[src/rtl/rob_pkg.sv]
// Shared reorder-buffer constants, exception codes and types used by the
// index allocator and its entry table.
package rob_pkg;

    localparam int unsigned ROB_ENTRIES = 16;
    localparam int unsigned ROB_IDX_W   = 4;
    localparam int unsigned EXC_W       = 3;

    // Exception codes carried on the writeback completion port.
    localparam logic [EXC_W-1:0] EXC_NONE       = 3'b000;
    localparam logic [EXC_W-1:0] EXC_ILLEGAL    = 3'b001;
    localparam logic [EXC_W-1:0] EXC_MISALIGN   = 3'b010;
    localparam logic [EXC_W-1:0] EXC_PAGE_FAULT = 3'b011;
    localparam logic [EXC_W-1:0] EXC_ECALL      = 3'b100;

    typedef enum logic {
        RUN   = 1'b0,
        FLUSH = 1'b1
    } rob_state_e;

    typedef struct packed {
        logic             busy;
        logic             done;
        logic [EXC_W-1:0] exc;
    } rob_entry_t;

endpackage

[src/rtl/rob_entry_table.sv]
// Per-entry busy/done/exception storage for the ROB, with allocate,
// complete and retire write ports, a clear-all and a read port at head.
module rob_entry_table
    import rob_pkg::*;
#(
    parameter int unsigned ENTRIES = ROB_ENTRIES,
    parameter int unsigned IDX_W   = ROB_IDX_W
) (
    input  logic             clk,
    input  logic             reset,
    input  logic             clear_all,
    input  logic             alloc_en,
    input  logic [IDX_W-1:0] alloc_idx,
    input  logic             cmp_en,
    input  logic [IDX_W-1:0] cmp_idx,
    input  logic [EXC_W-1:0] cmp_exc,
    input  logic             retire_en,
    input  logic [IDX_W-1:0] head_idx,
    output rob_entry_t       head_entry_c
);

    rob_entry_t entry_q [ENTRIES];

    // Clear-all outranks every write; retire is last so it wins on the head entry.
    always_ff @(posedge clk or posedge reset) begin
        if (reset) begin
            for (int i = 0; i < int'(ENTRIES); i++) begin
                entry_q[i] <= '0;
            end
        end else if (clear_all) begin
            for (int i = 0; i < int'(ENTRIES); i++) begin
                entry_q[i] <= '0;
            end
        end else begin
            if (alloc_en) begin
                entry_q[alloc_idx].busy <= 1'b1;
                entry_q[alloc_idx].done <= 1'b0;
                entry_q[alloc_idx].exc  <= EXC_NONE;
            end
            if (cmp_en && entry_q[cmp_idx].busy) begin
                entry_q[cmp_idx].done <= 1'b1;
                entry_q[cmp_idx].exc  <= cmp_exc;
            end
            if (retire_en) begin
                entry_q[head_idx] <= '0;
            end
        end
    end

    assign head_entry_c = entry_q[head_idx];

endmodule

[src/rtl/rob_index_allocator.sv]
// In-order ROB index controller: allocates tail indices to decode, retires
// completed head entries and turns a faulting head into a one-cycle flush.
module rob_index_allocator
    import rob_pkg::*;
#(
    parameter int unsigned ENTRIES = ROB_ENTRIES,
    parameter int unsigned IDX_W   = ROB_IDX_W
) (
    input  logic             clk,
    input  logic             reset,
    input  logic             in_allocate,
    output logic [IDX_W-1:0] out_allocate_idx,
    output logic             out_alloc_ok,
    output logic             out_stall,
    input  logic             in_complete_valid,
    input  logic [IDX_W-1:0] in_complete_idx,
    input  logic [EXC_W-1:0] in_complete_exc,
    input  logic             in_flush,
    output logic             out_commit_valid,
    output logic [IDX_W-1:0] out_commit_idx,
    output logic             out_flush,
    output logic [EXC_W-1:0] out_exception_vector,
    output logic [IDX_W-1:0] out_exception_idx,
    output logic             out_full,
    output logic             out_empty
);

    localparam int unsigned CNT_W = IDX_W + 1;

    logic [IDX_W-1:0] head_q;
    logic [IDX_W-1:0] tail_q;
    logic [CNT_W-1:0] count_q;
    logic [CNT_W-1:0] count_d;
    rob_state_e       state_q;
    rob_entry_t       head_entry_c;

    logic run_c;
    logic head_ready_c;
    logic exc_hit_c;
    logic commit_c;
    logic clear_c;

    assign run_c            = (state_q == RUN);
    assign out_allocate_idx = tail_q;
    assign out_stall        = out_full | ~run_c;
    assign out_alloc_ok     = in_allocate & ~out_full & run_c & ~in_flush;

    // An external flush suppresses head evaluation entirely for this cycle.
    assign head_ready_c = run_c & ~in_flush & head_entry_c.busy & head_entry_c.done;
    assign exc_hit_c    = head_ready_c & (head_entry_c.exc != EXC_NONE);
    assign commit_c     = head_ready_c & (head_entry_c.exc == EXC_NONE);
    assign clear_c      = in_flush | exc_hit_c;

    rob_entry_table #(
        .ENTRIES (ENTRIES),
        .IDX_W   (IDX_W)
    ) u_table (
        .clk          (clk),
        .reset        (reset),
        .clear_all    (clear_c),
        .alloc_en     (out_alloc_ok),
        .alloc_idx    (tail_q),
        .cmp_en       (in_complete_valid),
        .cmp_idx      (in_complete_idx),
        .cmp_exc      (in_complete_exc),
        .retire_en    (commit_c),
        .head_idx     (head_q),
        .head_entry_c (head_entry_c)
    );

    // Occupancy after this cycle's allocate/commit, or zero on any flush.
    always_comb begin
        count_d = count_q;
        if (clear_c) begin
            count_d = '0;
        end else if (out_alloc_ok && !commit_c) begin
            count_d = count_q + CNT_W'(1);
        end else if (!out_alloc_ok && commit_c) begin
            count_d = count_q - CNT_W'(1);
        end
    end

    always_ff @(posedge clk or posedge reset) begin
        if (reset) begin
            state_q              <= RUN;
            head_q               <= '0;
            tail_q               <= '0;
            count_q              <= '0;
            out_full             <= 1'b0;
            out_empty            <= 1'b1;
            out_commit_valid     <= 1'b0;
            out_commit_idx       <= '0;
            out_flush            <= 1'b0;
            out_exception_vector <= EXC_NONE;
            out_exception_idx    <= '0;
        end else begin
            // FLUSH is a single cycle; an external flush always lands in RUN.
            state_q <= exc_hit_c ? FLUSH : RUN;

            if (clear_c) begin
                head_q <= '0;
                tail_q <= '0;
            end else begin
                if (commit_c) begin
                    head_q <= head_q + IDX_W'(1);
                end
                if (out_alloc_ok) begin
                    tail_q <= tail_q + IDX_W'(1);
                end
            end

            count_q   <= count_d;
            out_full  <= (count_d == CNT_W'(ENTRIES));
            out_empty <= (count_d == '0);

            out_commit_valid <= commit_c;
            out_commit_idx   <= commit_c ? head_q : '0;

            out_flush            <= exc_hit_c;
            out_exception_vector <= exc_hit_c ? head_entry_c.exc : EXC_NONE;
            out_exception_idx    <= exc_hit_c ? head_q : '0;
        end
    end

    always_ff @(posedge clk) begin
        if (!reset) begin
            assert (count_q <= CNT_W'(ENTRIES));
        end
    end

endmodule

[config.mk]
export PLATFORM = sky130hd
export DESIGN_NAME = rob_index_allocator
export DESIGN_NICKNAME = d
export VERILOG_FILES = /design/src/rtl/rob_pkg.sv /design/src/rtl/rob_entry_table.sv /design/src/rtl/rob_index_allocator.sv
export SDC_FILE = /design/constraint.sdc
export NUM_CORES = 1
export LEC_CHECK = 0
export CAP_MARGIN = 20
export CORE_ASPECT_RATIO = 0.8
export CORE_MARGIN = 5
export CORE_UTILIZATION = 54
export DETAILED_ROUTE_END_ITERATION = 10
export GPL_ROUTABILITY_DRIVEN = 0
export PLACE_DENSITY = 0.76
export SETUP_SLACK_MARGIN = 0.15
export SLEW_MARGIN = 20
export SYNTH_ARGS = -nofsm -noshare
export SYNTH_HDL_FRONTEND = slang
export SYNTH_SLANG_ARGS = --single-unit
[constraint.sdc]
create_clock -name clk -period 3.73 [get_ports clk]
set_clock_uncertainty 0.2 [all_clocks]
set_input_delay 0.746 -clock clk [delete_from_list [all_inputs] [get_ports clk]]
set_output_delay 0.746 -clock clk [all_outputs]
set_load 0.03 [all_outputs]
### Yosys cells after proc, flatten, opt, wreduce, memory -nomap -nowiden

Index checks and enable logic that the tools add are counted.

* flip-flop bits (word level): 109
* output and inout bits: 21
* logic and storage cells: 141

* eq/ne operators: 1
* add/sub/neg operators: 4
* muxes and demuxes: 40
* order comparisons: 6
* bitwise operators: 18
* reduce and logical (&&, ||, !) cells: 13

Operators with widths (count)
* $mux W80: 6
* $bwmux W80: 5
* $demux W5 S4: 6
* $and A80 B80 Y80: 1
* $not A80 Y80: 1
* $mux W5: 9
* $bmux W5 S4: 2
* $mux W4: 8
* $ge A5 B5 Y1 const B: 3
* $lt A5 B1 Y1 const B: 3
* $not A4 Y5: 3
* $mux W3: 3
* $add A4 B1 Y4 const B: 2
* $and A1 B1 Y1: 8
* $logic_and A1 B1 Y1: 6
* $add A5 B1 Y5 const B: 1
* $eq A5 B5 Y1 const B: 1
* $logic_not A5 Y1: 1
* $sub A5 B1 Y5 const B: 1
* $reduce_bool A2 Y1: 2
* $logic_not A3 Y1: 1
* $not A1 Y1: 3
* $reduce_bool A3 Y1: 1
* $logic_not A1 Y1: 2
* other kinds (2): 3

### Depth between registers and ports, before layout

* depth in word-level cells: 17
* mapped depth: 12

### Modules after synthesis

A second synthesis with hierarchy kept.

* cells, all modules: 580
* area total of the unflattened synthesis: 6010.8 um^2

Modules (own cells, without submodules)
* rob_entry_table: cells each 471, area an instance 4704.5 um^2, times used 1, sequential area each 2001.9 um^2
* rob_index_allocator: cells each 109, area an instance 1306.3 um^2, times used 1, sequential area each 701.9 um^2

### Worst setup path before layout

OpenSTA, ideal clock, no wires.

* kind: input to output
* from: input port in_allocate
* to: output port out_alloc_ok
* data arrival time: 2.124 ns
* cell stages on the path: 4
* setup slack: 0.660 ns
* buffers on the path: 2
* data required time: 2.784 ns
* cells stage by stage: nor3b_1 -> and2_1 -> clkbuf_1 -> clkbuf_1

* cells in the longest elaborated chain, start to end: 3

Ends and longest elaborated chain
* from (decl): RTL line rob_index_allocator.sv:11 `input logic in_allocate,`
* $and A1 B1 Y1 (3 in series): RTL line rob_index_allocator.sv:46 `assign out_alloc_ok = in_allocate & ~out_full & run_c & ~in_flush;`
* to (decl): RTL line rob_index_allocator.sv:13 `output logic out_alloc_ok,`

Every way passes these cells.

### Worst setup path in the final report

* from: input port in_complete_idx[0]
* to: register u_table.entry_q[70] (netlist bit)

* cells in the longest elaborated chain, start to end: 11
* elaborated cells on any way between the ends: 18

Ends and longest elaborated chain
* from (decl): RTL line rob_index_allocator.sv:16 `input logic [IDX_W-1:0] in_complete_idx,`
* $not A4 Y5 (implied by the code) *: RTL line rob_entry_table.sv:40, rob_entry_table.sv:41, rob_entry_table.sv:42
* $ge A5 B5 Y1 (implied by the code) / $lt A5 B1 Y1 (equally long branches): RTL line rob_entry_table.sv:42 `entry_q[cmp_idx].exc <= cmp_exc;`
* $logic_and A1 B1 Y1 (implied by the code): RTL line rob_entry_table.sv:42
* $mux W3 (implied by the code): RTL line rob_entry_table.sv:42
* $demux W5 S4: RTL line rob_entry_table.sv:42
* $bwmux W80: RTL line rob_entry_table.sv:42
* $mux W80 *: RTL line rob_entry_table.sv:40 `if (cmp_en && entry_q[cmp_idx].busy) begin`
* $mux W80 *: RTL line rob_entry_table.sv:30 `end else if (clear_all) begin`
* $and A80 B80 Y80 (no source line)
* $mux W80 *: RTL line rob_entry_table.sv:44 `if (retire_en) begin`
* $mux W80 *: RTL line rob_entry_table.sv:30
* to (decl): RTL line rob_entry_table.sv:22 `rob_entry_t entry_q [ENTRIES];`

Every way passes the cells marked *; elsewhere a longest branch is shown, timed or not. The select of a mux whose other input is x is not followed.
A chain may end at the register's enable or synchronous reset.

==> results.py <==
metrics = {
    "placement": {
        "pre_cts_slack_ns": 0.0649,
        "dp_hpwl_um": 11500,
        "place.port_buffers": 32,
    },
    "power": {
        "p_seq_share_pct": 50.2,
        "vdd.ir_drop.worst_uv": 283,
        "power_frac_clock_pct": 42.1,
        "power_switching_mw": 0.552,
        "powerDensity_mw_per_mm2": 363,
        "p_int_mw": 1.82,
        "power.switching_fraction_pct": 23.3,
        "leakagePower_nw": 2.71,
        "pwr-share-comb_pct": 7.7,
        "p_total_mw": 2.38,
    },
    "clock_tree": {
        "cts_tree": "yes",
        "clockRootBuffer": "clkbuf_16",
        "tritoncts_num_sinks": 108,
        "cts.reportedPaths.clkPinSlew_ns": 0.07,
        "cts_hold_buf": 0,
        "clkLatencyLatePin_ns": 0.36,
        "htree_num_levels": 3,
        "total_cts_buffers": 9,
        "clock_path_buffers": 2,
    },
    "floorplanning": {
        "die_height_um": 102,
        "die_x_um": 125,
        "floorplan.initialDensity_pct": 55.7,
        "io_pins": 33,
        "standard_cell_row_count": 33,
        "floorplan.core_area_mm2": 0.0103,
        "dieArea_mm2": 0.0128,
    },
    "worst_setup_path": {
        "timing.critical_path.arrival_ns": 3.42,
        "end_kind": "flop",
        "worstPathRequired_ns": 3.76,
        "startpoint_type": "input port",
        "critical-path-slowest-cell": "nor3b_1",
        "path_class": "input port to flop",
        "critPathBufInv": 1,
        "timing.critical_path.max_delay_family": "simple AND/OR/NAND/NOR gates",
        "worst_path_largest_cell_delay_ns": 0.68,
        "critical_path_peak_fanout": 4,
        "cell_by_cell_trace_of_the_critical_path": "clkdlybuf4s50_1, mux4_2, o21ai_0, o211ai_1, nor3b_1, nand2_1, nand3_1, a21oi_1",
    },
    "timing": {
        "slew_violations": 0,
        "maximum_clock_frequency_mhz": 295,
        "worst_pin_slew_ns": 0.862,
        "report.final.setup_viol": 0,
        "finalCritPeriodShare_pct": 91.0,
        "finalWorstPathRequiredPeriod_ns": 3.40,
        "timing.final.hold_violations": 0,
        "rsz0062_at_grt": "no",
        "worst_slack_ns": 0.335,
        "totalNegativeSetupSlack_ns": 0,
        "timing.slew.headroom_pct": 42.3,
    },
    "flow_run": {
        "maxcap_viol_count": 0,
    },
    "synth": {
        "post_synthesis_share_of_cell_area_spent_on_and_or_nand_and_nor_gates_pct": 22.1,
        "synth_top_family_by_area": "simple AND/OR/NAND/NOR gates",
        "ys.warnings.count": 0,
        "synth_compound_gate_area_share_pct": 12.3,
        "muxShareOfSynthArea_pct": 10.4,
        "ys_types": 49,
        "adder_cell_share_of_the_synthesized_area_pct": 2.18,
        "post_synth.cell_area_avg_um2": 9.66,
        "yosysSeqAreaShare_pct": 47.0,
        "syn_area_mm2": 0.00575,
        "flip_flop_and_latch_count_after_synthesis": 108,
        "synth_xor_xnor_area_share_pct": 0.914,
        "ys_dominant_reg_cell": "dfrtp_1",
        "netlist_instances": 595,
        "synthArstFlopShare_pct": 100,
        "synth-edff-count": 0,
        "synth_nets": 617,
    },
    "drt": {
        "wire_length_per_cell_um": 20.6,
        "drt-total-wl_um": 15900,
        "drcViolationCount": 0,
        "drt-pass1-iter-count": 5,
        "drt_first_iter_violations": 488,
        "viasPerCell": 6.38,
        "count_of_nets_left_with_antenna_violations_after_detail_routing": 0,
        "total_number_of_vias": 4921,
    },
    "layout": {
        "area_occupied_by_multi_input_gates_mm2": 0.00276,
        "final_core_util_pct": 63.3,
        "diodes": 0,
        "finish.net_count": 649,
        "area_growth_syn_to_layout_pct": 13.7,
        "drive_above_1_share_pct": 10.1,
        "layout.filler_cells": 821,
        "seq_area_mm2": 0.00271,
    },
    "grt": {
        "grt_max_degree": 109,
        "global_route.usage.total_pct": 26.1,
        "grt_pass1_vias": 4827,
        "antenna_found_initial": 1,
        "grt_overflow": 0,
        "grt_pass1_wl_um": 25700,
    },
    "hold_path": {
        "hold_path_class": "flop to flop",
    },
    "status": {
        "status": "finished clean",
    },
}
cell usage after synthesis (4+ instances only):
cell      count  area share (%)
and3_1       13             1.4
nand2_1      93             6.1
mux2i_1       7             1.2
nand3_1      77             6.7
buf_6         4            0.78
nor3_1       12             1.0
buf_1         5            0.33
nor2b_1       6            0.65
o21ai_0       7            0.61
clkbuf_1     13            0.85
and2_1        4            0.44
mux4_2       13             5.1
inv_1        24             1.6
dfrtp_1     107              47
nand4_1       6            0.65
ha_1         10             2.2
nor2_1       36             2.4
mux4_1        9             4.1
a31o_2        4            0.61
a21o_1        4            0.52
a21oi_1      87             7.6
a22oi_1       5            0.65
logic make-up (layout without fill, tap and decap cells):
group | Yosys count | count (layout)
buffers and inverters | 55 | 91
AO/OA/AOI/OAI | 120 | 120
flip-flops | 108 | 108
AND/OR/NAND/NOR | 267 | 267
multiplexers | 29 | 29
adder cells (fa/ha/maj) | 10 | 10
XOR/XNOR | 6 | 6
flip-flops by register name, indices dropped and copies added (netlist names):
| name | cells |
|---|---|
| out_allocate_idx | 4 |
| out_commit_valid | 1 |
| head_q | 4 |
| out_commit_idx | 4 |
| out_exception_idx | 4 |
| u_table.entry_q | 80 |
| out_exception_vector | 3 |
| count_q | 5 |
| out_flush | 1 |
| out_empty | 1 |
| out_full | 1 |
timing repair:
item | in CTS | in global routing
endpoints found under the hold margin | 0 | 0
gates resized for setup | 0 | 2
setup endpoints to repair | 0 | 60
buffers inserted | 0 | 0
power groups by stage:
stage / clock (mW) / combinational, mW / sequential, mW
2_1_floorplan: 0 / 0.109 / 1.22
3_5_place_dp: 0 / 0.181 / 1.21
6_report: 1.00 / 0.184 / 1.19
5_1_grt: 1.07 / 0.200 / 1.19
4_1_cts: 1.01 / 0.181 / 1.19
3_3_place_gp: 0 / 0.176 / 1.21
worst reg2reg max path, delay by kind of cell (launching register included):
family                 cells  cell delay (ns)
buffers and inverters      1             0.20
flip-flops                 1             0.61
multiplexers               2             0.73
AO/OA/AOI/OAI              2             0.52
AND/OR/NAND/NOR            4             0.92
layout make-up:
| type | instances | area share [%] |
|---|---|---|
| clock buffer | 10 | 3.50 |
| clock inverter | 5 | 1.19 |
| inverter | 24 | 1.44 |
| multi-input combinational | 432 | 42.3 |
| sequential | 108 | 41.4 |
| tap | 140 | 2.68 |
| timing repair buffer | 52 | 7.54 |
cell usage in the layout (no fill, tap or decap), drive strengths merged, types with 7 or more instances in the layout:
cell type	netlist	final
nor3	12	12
and3	13	13
nand2	94	94
clkbuf	14	10
inv	24	23
ha	10	10
dfrtp	107	107
mux2i	7	7
mux4	22	22
o21ai	7	7
clkdlybuf4s50	0	31
buf	17	21
a21oi	87	87
nor2	38	38
nand3	78	78
worst paths after layout:
check                               startpoint                   to  slack, ns  cells after the start
max                         in_complete_idx[0]  u_table.entry_q[70]       0.33                      8
min                        u_table.entry_q[18]  u_table.entry_q[18]       0.33                      2
max reg2reg                          head_q[1]  u_table.entry_q[44]       0.42                      9
min reg2reg                u_table.entry_q[18]  u_table.entry_q[18]       0.33                      2
max in group asynchronous                reset            head_q[1]       2.13                      3
min in group asynchronous                reset  u_table.entry_q[63]       0.69                      3
per-layer routing:
layer / share of wire [%] / vias to the layer above / wire length (um) / GRT usage [%]
met4: 2.9 / 2 / 461 / 9.92
li1: - / 2165 / - / -
met3: 12 / 56 / 1860 / 8.99
met1: 40 / 2414 / 6420 / 34.6
met5: 0.11 / - / 18 / 0
met2: 45 / 284 / 7160 / 40.2
per-stage QoR:
stage,cell area (um^2),hold slack [ns],instances
floorplan,5750,0.282,595
global route,6540,0.349,771
detailed placement,6220,0.314,756
global placement,6220,0.305,756
finish,6540,0.328,771
CTS,6530,0.331,771
No activity file was read; power rests on OpenSTA's default activity.
